## src/rtl/freq_multi_check_if.sv

```systemverilog
// Bus bundle for freq_multi_check: counter state, result RAM readout,
// limit programming, alarm clear and per-channel status outputs.
interface freq_multi_check_if #(
    parameter int NCH = 8,
    parameter int AW  = 3,
    parameter int cw  = 3,
    parameter int uw  = 28
) ();

    logic [AW+cw-1:0] source_state;
    logic [AW-1:0]    addr;
    logic [uw-1:0]    frequency;
    logic             lim_we;
    logic [AW:0]      lim_addr;
    logic [uw-1:0]    lim_data;
    logic             clr;
    logic [NCH-1:0]   valid;
    logic [NCH-1:0]   in_range;
    logic [NCH-1:0]   alarm;
    logic             scan_done;
    logic [7:0]       scan_count;

    // Environment side: owns the counter, RAM and limit programming.
    modport master (
        output source_state,
        output frequency,
        output lim_we,
        output lim_addr,
        output lim_data,
        output clr,
        input  addr,
        input  valid,
        input  in_range,
        input  alarm,
        input  scan_done,
        input  scan_count
    );

    // Checker side.
    modport slave (
        input  source_state,
        input  frequency,
        input  lim_we,
        input  lim_addr,
        input  lim_data,
        input  clr,
        output addr,
        output valid,
        output in_range,
        output alarm,
        output scan_done,
        output scan_count
    );

endinterface

```

## src/rtl/freq_multi_check.sv

```systemverilog
// Multi-channel frequency window checker. Each time the counter state
// changes, every channel's result is read from the counter RAM (one cycle
// of read latency) and compared against its programmable lo/hi window.
// A channel's result is only trusted once the counter has moved on from
// acquiring it at least once since reset.
module freq_multi_check #(
    parameter int NCH = 8,
    parameter int AW  = 3,
    parameter int cw  = 3,
    parameter int uw  = 28
) (
    input  logic                 refclk,
    input  logic                 rst,
    freq_multi_check_if.slave    bus
);

    localparam int            SW      = AW + cw;
    localparam logic [AW-1:0] LAST_CH = AW'(NCH - 1);

    typedef enum logic [2:0] {
        IDLE = 3'd0,
        SET  = 3'd1,
        WAIT = 3'd2,
        CMP  = 3'd3,
        DONE = 3'd4
    } state_t;

    // Unsigned window test; an inverted window (lo > hi) can never pass.
    function automatic logic out_of_range(input logic [uw-1:0] f,
                                          input logic [uw-1:0] lo,
                                          input logic [uw-1:0] hi);
        return (f < lo) || (f > hi);
    endfunction

    state_t          state_r;
    state_t          state_nxt_s;
    logic [AW-1:0]   ch_r;
    logic [AW-1:0]   ch_nxt_s;

    logic [SW-1:0]   src_r;
    logic [SW-1:0]   src_prev_r;
    logic            change_s;
    logic            pending_r;
    logic            pending_nxt_s;

    logic [uw-1:0]   lo_r [NCH];
    logic [uw-1:0]   hi_r [NCH];

    logic [NCH-1:0]  valid_r;
    logic [NCH-1:0]  valid_nxt_s;
    logic [NCH-1:0]  in_range_r;
    logic [NCH-1:0]  in_range_nxt_s;
    logic [NCH-1:0]  alarm_r;
    logic [NCH-1:0]  alarm_nxt_s;
    logic            out_s;
    logic            last_cmp_s;
    logic            scan_done_r;
    logic [7:0]      scan_count_r;

    // Capture the counter state and keep the previous capture for change detection.
    always_ff @(posedge refclk or posedge rst) begin
        if (rst) begin
            src_r      <= '0;
            src_prev_r <= '0;
        end else begin
            src_r      <= bus.source_state;
            src_prev_r <= src_r;
        end
    end

    assign change_s   = (src_r != src_prev_r);
    assign out_s      = out_of_range(bus.frequency, lo_r[ch_r], hi_r[ch_r]);
    assign last_cmp_s = (state_r == CMP) && (ch_r == LAST_CH);

    // A channel becomes trustworthy once acquisition has moved away from it.
    always_comb begin
        valid_nxt_s = valid_r;
        if (src_r[AW-1:0] != src_prev_r[AW-1:0]) begin
            valid_nxt_s[src_prev_r[AW-1:0]] = 1'b1;
        end else begin
            valid_nxt_s = valid_r;
        end
    end

    // Scan sequencer: next state and channel index.
    always_comb begin
        state_nxt_s = state_r;
        ch_nxt_s    = ch_r;
        case (state_r)
            IDLE: begin
                if (change_s || pending_r) begin
                    state_nxt_s = SET;
                    ch_nxt_s    = '0;
                end else begin
                    state_nxt_s = IDLE;
                end
            end
            SET:  state_nxt_s = WAIT;
            WAIT: state_nxt_s = CMP;
            CMP: begin
                if (ch_r == LAST_CH) begin
                    state_nxt_s = DONE;
                end else begin
                    state_nxt_s = SET;
                    ch_nxt_s    = ch_r + {{(AW-1){1'b0}}, 1'b1};
                end
            end
            DONE:    state_nxt_s = IDLE;
            default: begin
                state_nxt_s = IDLE;
                ch_nxt_s    = '0;
            end
        endcase
    end

    // Changes seen mid-scan collapse into one pending rescan; IDLE consumes it.
    always_comb begin
        pending_nxt_s = pending_r;
        if (state_r == IDLE) begin
            pending_nxt_s = 1'b0;
        end else begin
            pending_nxt_s = pending_r | change_s;
        end
    end

    // Compare result and sticky alarm update; a fresh alarm outranks clr.
    always_comb begin
        in_range_nxt_s = in_range_r;
        alarm_nxt_s    = alarm_r;
        if (bus.clr) begin
            alarm_nxt_s = '0;
        end else begin
            alarm_nxt_s = alarm_r;
        end
        if ((state_r == CMP) && valid_r[ch_r]) begin
            in_range_nxt_s[ch_r] = ~out_s;
            alarm_nxt_s[ch_r]    = alarm_nxt_s[ch_r] | out_s;
        end else begin
            in_range_nxt_s = in_range_r;
        end
    end

    // Sequencer state, channel index (which is also the RAM address) and pending flag.
    always_ff @(posedge refclk or posedge rst) begin
        if (rst) begin
            state_r   <= IDLE;
            ch_r      <= '0;
            pending_r <= 1'b0;
        end else begin
            state_r   <= state_nxt_s;
            ch_r      <= ch_nxt_s;
            pending_r <= pending_nxt_s;
        end
    end

    // Per-channel window limits; writes land on the next edge in any state.
    always_ff @(posedge refclk or posedge rst) begin
        if (rst) begin
            for (int i = 0; i < NCH; i++) begin
                lo_r[i] <= '0;
                hi_r[i] <= '1;
            end
        end else if (bus.lim_we) begin
            if (bus.lim_addr[0]) begin
                hi_r[bus.lim_addr[AW:1]] <= bus.lim_data;
            end else begin
                lo_r[bus.lim_addr[AW:1]] <= bus.lim_data;
            end
        end
    end

    // Status flags, end-of-scan pulse and scan counter.
    always_ff @(posedge refclk or posedge rst) begin
        if (rst) begin
            valid_r      <= '0;
            in_range_r   <= '0;
            alarm_r      <= '0;
            scan_done_r  <= 1'b0;
            scan_count_r <= 8'd0;
        end else begin
            valid_r      <= valid_nxt_s;
            in_range_r   <= in_range_nxt_s;
            alarm_r      <= alarm_nxt_s;
            scan_done_r  <= last_cmp_s;
            if (last_cmp_s) begin
                scan_count_r <= scan_count_r + 8'd1;
            end
        end
    end

    assign bus.addr       = ch_r;
    assign bus.valid      = valid_r;
    assign bus.in_range   = in_range_r;
    assign bus.alarm      = alarm_r;
    assign bus.scan_done  = scan_done_r;
    assign bus.scan_count = scan_count_r;

endmodule

```

## src/flat_wrapper.sv

```systemverilog
// flat-port wrapper written by rule: the top's interface ports become plain ports
module freq_multi_check_flat 
#(
    parameter int NCH = 8,
    parameter int AW  = 3,
    parameter int cw  = 3,
    parameter int uw  = 28
)
  (refclk, rst, bus_source_state, bus_frequency, bus_lim_we, bus_lim_addr, bus_lim_data, bus_clr, bus_addr, bus_valid, bus_in_range, bus_alarm, bus_scan_done, bus_scan_count);
  freq_multi_check_if #(.NCH(NCH), .AW(AW), .cw(cw), .uw(uw)) bus_i ();
  input  logic refclk;
  input  logic rst;
  input wire logic [$bits(bus_i.source_state)-1:0] bus_source_state;
  input wire logic [$bits(bus_i.frequency)-1:0] bus_frequency;
  input wire logic [$bits(bus_i.lim_we)-1:0] bus_lim_we;
  input wire logic [$bits(bus_i.lim_addr)-1:0] bus_lim_addr;
  input wire logic [$bits(bus_i.lim_data)-1:0] bus_lim_data;
  input wire logic [$bits(bus_i.clr)-1:0] bus_clr;
  output wire logic [$bits(bus_i.addr)-1:0] bus_addr;
  output wire logic [$bits(bus_i.valid)-1:0] bus_valid;
  output wire logic [$bits(bus_i.in_range)-1:0] bus_in_range;
  output wire logic [$bits(bus_i.alarm)-1:0] bus_alarm;
  output wire logic [$bits(bus_i.scan_done)-1:0] bus_scan_done;
  output wire logic [$bits(bus_i.scan_count)-1:0] bus_scan_count;
  assign bus_i.source_state = bus_source_state;
  assign bus_i.frequency = bus_frequency;
  assign bus_i.lim_we = bus_lim_we;
  assign bus_i.lim_addr = bus_lim_addr;
  assign bus_i.lim_data = bus_lim_data;
  assign bus_i.clr = bus_clr;
  assign bus_addr = bus_i.addr;
  assign bus_valid = bus_i.valid;
  assign bus_in_range = bus_i.in_range;
  assign bus_alarm = bus_i.alarm;
  assign bus_scan_done = bus_i.scan_done;
  assign bus_scan_count = bus_i.scan_count;
  freq_multi_check #(.NCH(NCH), .AW(AW), .cw(cw), .uw(uw)) u_core (.refclk(refclk), .rst(rst), .bus(bus_i));
endmodule
```

## config.mk

```make
export PLATFORM = sky130hd
export DESIGN_NAME = freq_multi_check_flat
export DESIGN_NICKNAME = d
export VERILOG_FILES = /design/src/rtl/freq_multi_check_if.sv /design/src/rtl/freq_multi_check.sv /design/src/flat_wrapper.sv
export SDC_FILE = /design/constraint.sdc
export NUM_CORES = 1
export LEC_CHECK = 0
export ABC_AREA = 1
export CAP_MARGIN = 0
export CORE_MARGIN = 2
export CORE_UTILIZATION = 25
export CTS_CLUSTER_SIZE = 16
export DETAILED_ROUTE_END_ITERATION = 12
export PLACE_DENSITY = 0.46
export SYNTH_ARGS = -nofsm -noshare
export SYNTH_HDL_FRONTEND = slang
export SYNTH_SLANG_ARGS = --single-unit
```

## constraint.sdc

```tcl
create_clock -name refclk -period 21.5 [get_ports refclk]
set_clock_uncertainty 0.15 [all_clocks]
set_input_delay 6.45 -clock refclk [delete_from_list [all_inputs] [get_ports refclk]]
set_output_delay 6.45 -clock refclk [all_outputs]
set_load 0.01 [all_outputs]
```

==> qor.yml, run 1 <==
cts_tree: "built"
drt_wl_total_um: 75100
max_slew_margin_pct: 19.58
die_h_um: 304.8
grt_usage_pct: 16.06
root_buffer: "clkbuf_16"
n_antenna_cell: 0
cts_buffers: 56
syn_area_sq_um: 22610
synth_seq_area_share_pct: 56.57
drtAntennaViolNets: 0
yosys_warnings: 0
grt_max_degree: 193
rsz0062_at_grt: "false"
post_cts_resized: 0
worstHoldEndpoint: "u_core.src_prev_r[4]"
dr.first_iter.drc_count: 1600
ff2ff_path_depth: 16
timing.rr.end: "u_core.bus.alarm[5]"
synthDistinctLibCells: 52
area_growth_pct: 18.09
grt_pass1_vias: 17880
leakage_nw: 11.32
drive_gt1_share_pct: 15.92
io_pins: 106
finalSetupViolCount: 0
place_congestion: 0.7950
final_cells: 3713
cts.sinks: 500
place_inst: 3608
worstPathCellList: "clkdlybuf4s50_1 > inv_8 > buf_4 > buf_4"
path_common_cell: "buf_4"
drcViolationCount: 0
hold_depth: 0
dr.pass1.iters: 5
h-tree-depth: 2
slowest_stage: "buf_4"
die-area_sq_um: 92880
cp.arrival_ns: 9.30
num_vias: 17970
final.period_utilization_pct: 41.25
worst_slew_pin_slew_ns: 1.206
dp_hpwl_um: 42730
hold_class: "flop to flop"
synth_top_area_share_pct: 30.54
synth_area_leaders: "dfrtp_1 (31%), dfstp_2 (26%), nand2_1 (9.9%)"
clockBufferDepth: 3
gr-total-overflow: 0
path_clk_slew_ns: 0.06
peakVddDrop_v: 0.00006925
power_density_nw_per_um2: 116.6
min_from: "u_core.src_r[4]"
slowest_delay_ns: 0.93
insertion_delay_ns: 0.62
criticalPathCategory: "primary input to asynchronous set/reset pin"
reg2reg_slack_ns: 15.94
crit_path_start_kind: "primary input"
fp.dieW_um: 304.8
placed_cell_area_sq_um: 24760
outcome: "completed"
wire_per_inst_um: 20.23
viasPerCell: 4.839
cts_setup_buffers: 0
grt_pass1_wl_um: 114700
critPathRequiredTime_ns: 21.93
drv_slew: 0
synthCells: 2470
holdBufCountCts: 0
timing.fmax_ghz: 0.1127
yosysTopAreaCell: "dfrtp_1"
rows: 110
cap_violations: 0
syn_area_per_cell_sq_um: 9.156
regToRegStartpoint: "u_core.bus.addr[0]"
synth_seq_cells: 500
hold_violations: 0
initial_core_util_pct: 25.16
tns_ns: 0
coreArea_sq_um: 89870
fin_crit_ns: 8.869
final_cell_area_sq_um: 26700
place.port_buffers: 105
end_kind: "asynchronous set/reset pin"
synth_fp_nets: 2598
nets: 2618
cp_max_fo: 124
antenna_found_initial: 4
[cells by family after synthesis]
| group | count (synthesis) | share of synthesized area, % |
|---|---|---|
| and+or+nand+nor | 809 | 14.81 |
| AOI/OAI and AO/OA | 698 | 18.09 |
| DFF | 500 | 56.57 |
| buffers and inverters | 392 | 6.822 |
| xor gates and xnor gates | 13 | 0.5035 |
| adders and majority gates | 58 | 3.209 |
[per-layer routing]
| metal | up-vias | track usage (%) | wire (um) |
|---|---|---|---|
| li1 | 8301 | - | - |
| met1 | 9040 | 21.76 | 34010 |
| met2 | 505 | 26.71 | 35540 |
| met3 | 114 | 2.698 | 3968 |
| met4 | 8 | 3.788 | 1536 |
| met5 | - | 0 | 47 |
[flip-flops by register name, summed over array words and instances, names as in the netlist, 3 cells and up]
signal                 flops
u_core.bus.scan_count      8
u_core.bus.valid           8
u_core.lo_r              224
u_core.bus.in_range        8
u_core.bus.alarm           8
u_core.src_r               6
u_core.bus.addr            3
u_core.state_r             3
u_core.hi_r              224
u_core.src_prev_r          6
[cells in the final DEF (no fill, tap or decap), drive strengths merged, types with 4 or more instances in the layout]
master,Yosys,routed
a21oi,100,100
a221oi,59,59
a22o,8,8
a22oi,53,53
buf,45,27
bufinv,0,5
clkbuf,125,82
clkdlybuf4s50,0,105
clkinv,7,25
dfrtp,276,276
dfstp,224,224
ha,58,58
inv,215,214
nand2,601,601
nand3,36,36
nand4,40,40
nor2,116,116
nor3,11,11
o2111ai,15,15
o21a,4,4
o21ai,421,421
o221ai,4,4
o22ai,5,5
o2bb2ai,15,15
o41ai,4,4
xor2,12,12
[Yosys cell counts, drive strengths merged]
cell type / n
a21oi: 100
a22o: 8
o41ai: 4
o31ai: 1
nand2: 601
o221a: 1
nand3: 36
o21a: 4
nor4: 3
buf: 45
xnor2: 1
inv: 215
a211oi: 2
o2bb2ai: 15
o22ai: 5
o211ai: 2
ha: 58
a31oi: 1
nor3: 11
nor2: 116
dfstp: 224
o221ai: 4
a22oi: 53
o21bai: 3
dfrtp: 276
a221oi: 59
o21ai: 421
xor2: 12
nand4: 40
nor4b: 1
o2111ai: 15
clkbuf: 125
nor3b: 1
clkinv: 7
[per-stage QoR]
stage	hold slack (ns)	worst slack (ns)	utilization (%)	total power, mW
after floorplan	0.2215	1.311	-	1.813
after global placement	0.2324	11.89	27.55	2.104
after detailed placement	0.2343	11.79	27.55	2.129
after CTS	0.2492	12.47	29.71	3.147
after global routing	0.2646	12.18	29.71	3.311
final	0.2482	12.63	29.71	3.114
[power by group]
part | total (mW) | internal [mW] | switching, mW
Combinational | 0.800 | 0.273 | 0.527
Sequential | 1.31 | 1.20 | 0.106
Clock | 1.01 | 0.598 | 0.408
Total | 3.11 | 2.07 | 1.04
[worst max-delay path: cells and delay by family]
family                 cells  cell delay [ns]
buffers and inverters      4             2.63
[how the worst max path moves through the flow]
stage,from,end,cells past startpoint
3_5_place_dp,rst,u_core.lo_r[11],4
6_report,rst,u_core.lo_r[99],4
3_3_place_gp,rst,u_core.lo_r[71],4
4_1_cts,rst,u_core.lo_r[99],4
2_1_floorplan,rst,u_core.bus.addr[0],1
5_1_grt,rst,u_core.lo_r[11],4
[final cells by class]
cell class              count  area, sq um
clock inverters            23        275.3
well taps                1176         1471
flip-flops and latches    500        12790
repair buffers            132         1266
multi-input cells        1578         8378
clock buffers              82         1670
fillers                  9424        63170
inverters                 222        850.8
Power figures use the tool's default switching activity.
==> inputs of run 2 (changes only) <==
==> constraint.sdc (replaced) <==
create_clock -name refclk -period 8.3 [get_ports refclk]
set_clock_uncertainty 0.15 [all_clocks]
set_input_delay 2.49 -clock refclk [delete_from_list [all_inputs] [get_ports refclk]]
set_output_delay 2.49 -clock refclk [all_outputs]
set_load 0.01 [all_outputs]
==> run 2 against run 1 <==
Net effect:
- critical path depth up 13
- die area unchanged
- hold slack lost 0.0014 ns
- sequential share of layout area increased by 0.24 points
- global-route usage increased by 0.27 points
- via count is 0.77% lower
- combinational power rose to 2.6 times the previous value
- final area decreased by 0.50%
- final cell count is the same
- worst setup slack worse by 10 ns
- critical path type is now flop to flop
- critical endpoint is now u_core.bus.alarm[7]
- largest power group unchanged
==> qor.yml, run 2 (synthesized netlist as in run 1, its figures left out) <==
grt_pass1_vias: 17760  # was 17880
antenna_found_initial: 5  # was 4
timing.fmax_ghz: 0.1770
p_int_mw: 5.214  # was 2.073 mW
io_pins: 106  # unchanged
pwr-share-clk_pct: 31.0  # was 32.3%
crit_path_start_kind: "flop"  # was primary input
initial_core_util_pct: 25.16  # unchanged
num_vias: 17830  # was 17970
seqPwrFrac_pct: 42.9  # was 42.0%
fp.dieW_um: 304.8  # unchanged
clockBufferDepth: 3  # unchanged
largestRegisters: "u_core.hi_r x224, u_core.lo_r x224"  # unchanged
hold_violations: 0  # unchanged
fin_crit_ns: 5.650
drcViolationCount: 0  # unchanged
place_congestion: 0.7962  # was 0.7950
path_clk_slew_ns: 0.06  # about the same
wire_per_inst_um: 20.49  # was 20.23 um
rows: 110  # unchanged
met3_usage_pct: 2.608  # was 2.698%
cts_buffers: 56  # unchanged
busiest_layer: "met2"  # unchanged
nets: 2617  # was 2618
power_frac_comb_pct: 26.1  # was 25.7%
coreArea_sq_um: 89870  # unchanged
tns_ns: 0  # unchanged
startpoint: "u_core.bus.addr[0]"  # was rst
cp_max_fo: 38  # was 124
gr-total-overflow: 0  # unchanged
h-tree-depth: 2  # unchanged
viasPerCell: 4.802  # was 4.839
dp_hpwl_um: 43650  # was 42730 um
peakVddDrop_v: 0.0001717  # was 0.00006925 V
use_met1_pct: 22.35  # was 21.76%
cap_violations: 0  # unchanged
final_common_cell: "nand2_1"  # unchanged
insertion_delay_ns: 0.65  # was 0.62 ns
final.period_utilization_pct: 68.07
drt_wl_total_um: 76090  # was 75100 um
hold_class: "flop to flop"  # unchanged
outcome: "completed"  # unchanged
post_cts_resized: 0  # unchanged
rsz0062_at_grt: "false"  # unchanged
finalSetupViolCount: 0  # unchanged
cts.sinks: 500  # unchanged
grt_max_degree: 161  # was 193
n_antenna_cell: 0  # unchanged
dr.first_iter.drc_count: 1632  # was 1600
holdBufCountCts: 0  # unchanged
place_inst: 3607  # was 3608
grt_usage_pct: 16.33  # was 16.06%
drv_slew: 0  # unchanged
layout_common_cells: "nand2_1 (590), o21ai_0 (411), dfrtp_1 (276)"  # unchanged
power_switching_mw: 2.694  # was 1.041 mW
place.port_buffers: 105  # unchanged
root_buffer: "clkbuf_16"  # unchanged
area_growth_pct: 17.49  # was 18.09%
power_density_nw_per_um2: 297.6  # was 116.6 nW/um^2
drtAntennaViolNets: 0  # unchanged
max_slew_margin_pct: 32.78  # was 19.58%
end_kind: "flop"  # was asynchronous set/reset pin
die_h_um: 304.8  # unchanged
swShare_pct: 34.07  # was 33.42%
grt_pass1_wl_um: 115800  # was 114700 um
leakage_nw: 11.27  # was 11.32 nW
cts_tree: "built"  # unchanged
final_cells: 3713  # unchanged
critPathRequiredTime_ns: 8.66  # was 21.93 ns
worst_slew_pin_slew_ns: 1.008  # was 1.206 ns
die-area_sq_um: 92880  # unchanged
cp.arrival_ns: 6.01  # was 9.30 ns
whs_ns: 0.2468  # was 0.2482 ns
regToRegStartpoint: "u_core.bus.addr[0]"  # unchanged
drive_gt1_share_pct: 15.45  # was 15.92%
dr.pass1.iters: 8  # was 5
criticalPathCategory: "flop to flop"  # was primary input to asynchronous set/reset pin
cts_setup_buffers: 0  # unchanged
min_from: "u_core.src_r[3]"  # was u_core.src_r[4]
grt_use_met2_pct: 26.90  # was 26.71%
## run 2: cell count changes in the layout (fill, tap and decap cells not counted), sizes merged
cell / change
buf: -1
inv: -2
clkbuf: +3
bufinv: -2
clkinv: +2
## run 2: through the flow
stage	utilization, %	worst slack, ns	cell area (sq um)	power (mW)
final	29.56	2.650	26570	7.908
after detailed placement	27.57	2.561	24780	5.504
after CTS	29.56	2.554	26570	7.997
after floorplan	-	-0.9416	22620	4.700
after global routing	29.56	2.247	26570	8.400
after global placement	27.57	2.612	24780	5.434
## run 2: final timing paths
path	slack, ns	cells past startpoint	to
hold reg to reg	0.25	0	u_core.src_prev_r[3]
min in group asynchronous	2.04	2	u_core.lo_r[114]
hold / removal	0.25	0	u_core.src_prev_r[3]
setup reg to reg	2.65	17	u_core.bus.alarm[7]
setup / recovery	2.65	17	u_core.bus.alarm[7]
max in group asynchronous	4.15	4	u_core.lo_r[76]
## run 2: final cells by class
type | count | area [sq um]
clock inverters | 21 | 245.2
clock buffers | 85 | 1550
multi-input cells | 1578 | 8393
inverters | 222 | 847.1
flip-flops and latches | 500 | 12790
well taps | 1176 | 1471
fillers | 9388 | 63300
repair buffers | 131 | 1271
## run 2: worst max-delay path, stage by stage, from the launching register on
cell and delay (ns):
dfrtp_1 0.75, inv_2 0.24, nor2_4 0.15, buf_4 0.61, inv_2 0.54, o2bb2ai_1 0.28
a221oi_1 0.08, o2111ai_1 0.13, inv_1 0.11, ha_1 0.29, nand4_1 0.13, nor2_1 0.32
nor4b_1 0.83, nand3_1 0.16, nand2_1 0.29, nand3_2 0.24, nand2_1 0.12, nand2_1 0.05
## run 2: power by group through the flow
stage	Combinational, mW	Clock (mW)	Sequential [mW]
floorplan	1.34	0	3.36
global placement	2.03	0	3.40
detailed placement	2.08	0	3.42
CTS	2.09	2.52	3.39
global route	2.33	2.62	3.45
finish	2.07	2.45	3.39
## run 2: layer usage
metal,share of wire (%),wire length (um),vias to the layer above
met2,47,36010,491
li1,-,-,8303
met5,0.091,69,-
met4,2.1,1594,10
met1,45,34390,8913
met3,5.3,4024,112
==> inputs of run 3 (changes only) <==
==> constraint.sdc (replaced) <==
create_clock -name refclk -period 5.6 [get_ports refclk]
set_clock_uncertainty 0.15 [all_clocks]
set_input_delay 1.68 -clock refclk [delete_from_list [all_inputs] [get_ports refclk]]
set_output_delay 1.68 -clock refclk [all_outputs]
set_load 0.01 [all_outputs]
==> run 3 against run 2 <==
Net effect:
- combinational power grew 46%
- die area unchanged
- critical endpoint is now u_core.bus.alarm[3]
- final cell count up 0.51%
- largest cell class unchanged
==> qor.yml, run 3 (synthesized netlist as in run 1, its figures left out) <==
outcome: "completed"  # unchanged
final.period_utilization_pct: 89.34  # was 68.07%
regToRegStartpoint: "u_core.bus.addr[0]"  # unchanged
io_pins: 106  # unchanged
pwr-share-clk_pct: 31.9  # was 31.0%
n_antenna_cell: 0  # unchanged
coreArea_sq_um: 89870  # unchanged
dp_hpwl_um: 45060  # was 43650 um
viasPerCell: 4.763  # was 4.802
cts_setup_buffers: 0  # unchanged
place.port_buffers: 105  # unchanged
slowest_delay_ns: 0.75  # was 0.83 ns
criticalPathCategory: "flop to flop"  # unchanged
timing.rr.end: "u_core.bus.alarm[3]"  # was u_core.bus.alarm[7]
rows: 110  # unchanged
root_buffer: "clkbuf_16"  # unchanged
drcViolationCount: 0  # unchanged
tns_ns: 0  # unchanged
startpoint: "u_core.bus.addr[0]"  # unchanged
placed_cell_area_sq_um: 25010  # was 24780 sq um
largestRegisters: "u_core.hi_r x224, u_core.lo_r x224"  # unchanged
nets: 2635  # was 2617
end_kind: "flop"  # unchanged
path_clk_slew_ns: 0.06  # about the same
peakVddDrop_v: 0.0002415  # was 0.0001717 V
reg2reg_slack_ns: 0.60  # was 2.65 ns
layout_common_cells: "nand2_1 (590), o21ai_0 (411), dfrtp_1 (276)"  # unchanged
final_common_cell: "nand2_1"  # unchanged
antenna_found_initial: 5  # unchanged
drt_wl_total_um: 74720  # was 76090 um
insertion_delay_ns: 0.62  # was 0.65 ns
slowest_stage: "dfrtp_1"  # was nor4b_1
finalSetupViolCount: 0  # unchanged
worst_slew_pin_slew_ns: 0.9284  # was 1.008 ns
swShare_pct: 32.82  # was 34.07%
place_congestion: 0.7817  # was 0.7962
max_slew_margin_pct: 38.03  # was 32.78%
cts_buffers: 57  # was 56
setup_slack_ns: 0.5969  # was 2.650 ns
power_switching_mw: 3.881  # was 2.694 mW
grt_pass1_wl_um: 115000  # was 115800 um
final_cells: 3732  # was 3713
place_ws_ns: 0.5108  # was 2.561 ns
final_cell_area_sq_um: 26910  # was 26570 sq um
die-area_sq_um: 92880  # unchanged
leakage_nw: 11.42  # was 11.27 nW
cp_max_fo: 31  # was 38
hold_class: "flop to flop"  # unchanged
fin_crit_ns: 5.003  # was 5.650 ns
num_vias: 17780  # was 17830
p_int_mw: 7.944  # was 5.214 mW
gr-total-overflow: 0  # unchanged
post_cts_resized: 0  # unchanged
path_common_cell: "nand2_1"  # unchanged
endpoint: "u_core.bus.alarm[3]"  # was u_core.bus.alarm[7]
grt_pass1_vias: 17770  # was 17760
ff2ff_path_depth: 17  # unchanged
cp.depth: 17  # unchanged
critPathRequiredTime_ns: 5.94  # was 8.66 ns
drtAntennaViolNets: 0  # unchanged
hold_violations: 0  # unchanged
fp.dieW_um: 304.8  # unchanged
worstPathCellList: "inv_2 > nand2_1 > clkinv_2 > buf_12 > o2bb2ai_1 > a221oi_1 > nand4_1 > inv_1 > ha_1 > nand4_1 > nor2_1 > nor4b_1 > nand3_1 > nand2_1 > nand3_2 > nand2_1 > nand2_1"  # was inv_2 > nor2_4 > buf_4 > inv_2 > o2bb2ai_1 > a221oi_1 > o2111ai_1 > inv_1 > ha_1 > nand4_1 > nor2_1 > nor4b_1 > nand3_1 > nand2_1 > nand3_2 > nand2_1 > nand2_1
hold_depth: 0  # unchanged
dr.pass1.iters: 5  # was 8
h-tree-depth: 2  # unchanged
critical_path.top_delay_family: "simple AND/OR/NAND/NOR gates"  # unchanged
holdBufCountCts: 0  # unchanged
fin_util_pct: 29.94  # was 29.56%
nFillCells: 9368  # was 9388
cp.arrival_ns: 5.34  # was 6.01 ns
place_inst: 3624  # was 3607
crit_path_start_kind: "flop"  # unchanged
path_buf_inv: 4  # unchanged
area_growth_pct: 19.01  # was 17.49%
power_frac_comb_pct: 25.6  # was 26.1%
initial_core_util_pct: 25.16  # unchanged
wire_per_inst_um: 20.02  # was 20.49 um
clockBufferDepth: 3  # unchanged
drv_slew: 0  # unchanged
die_h_um: 304.8  # unchanged
cap_violations: 0  # unchanged
rsz0062_at_grt: "false"  # unchanged
cts_tree: "built"  # unchanged
grt_max_degree: 112  # was 161
grt_usage_pct: 16.13  # was 16.33%
drive_gt1_share_pct: 16.51  # was 15.45%
power_density_nw_per_um2: 439.4  # was 297.6 nW/um^2
dr.first_iter.drc_count: 1475  # was 1632
timing.fmax_ghz: 0.1999  # was 0.1770 GHz
seqPwrFrac_pct: 42.5  # was 42.9%
cts.sinks: 500  # unchanged
==> run 3: metal layers <==
layer	vias to the layer above	GRT usage, %	routed length [um]
met5	-	0	61
met4	10	3.465	1417
met3	96	2.740	3911
met2	463	26.71	35360
met1	8855	22.06	33970
li1	8351	-	-
==> run 3: cell type report <==
type	count	area, sq um	share of cell area (%)
Clock inverter	20	166.4	0.6183
Inverter	222	847.1	3.148
Multi-Input combinational cell	1578	8363	31.08
Clock buffer	88	1735	6.448
Timing Repair Buffer	148	1536	5.709
Sequential cell	500	12790	47.53
Tap cell	1176	1471	5.467
==> run 3: power by group through the flow <==
| stage | Combinational, mW | Sequential [mW] | Clock [mW] |
|---|---|---|---|
| after floorplan | 1.99 | 4.97 | 0 |
| after global placement | 3.02 | 5.05 | 0 |
| after detailed placement | 3.07 | 5.07 | 0 |
| after CTS | 3.08 | 5.02 | 3.87 |
| after global routing | 3.44 | 5.12 | 4.03 |
| final | 3.03 | 5.03 | 3.77 |
==> run 3: how the worst min path moves through the flow <==
| stage | start | end |
|---|---|---|
| 3_3_place_gp | u_core.src_r[4] | u_core.src_prev_r[4] |
| 5_1_grt | u_core.src_r[2] | u_core.src_prev_r[2] |
| 6_report | u_core.src_r[3] | u_core.src_prev_r[3] |
| 2_1_floorplan | u_core.src_r[0] | u_core.src_prev_r[0] |
| 4_1_cts | u_core.src_r[3] | u_core.src_prev_r[3] |
| 3_5_place_dp | u_core.src_r[4] | u_core.src_prev_r[4] |
==> run 3: through the flow <==
stage               power, mW  hold WS, ns
global route            12.60       0.2582
floorplan               6.966       0.2215
finish                  11.83       0.2445
detailed placement      8.140       0.2329
CTS                     11.97       0.2518
global placement        8.065       0.2305
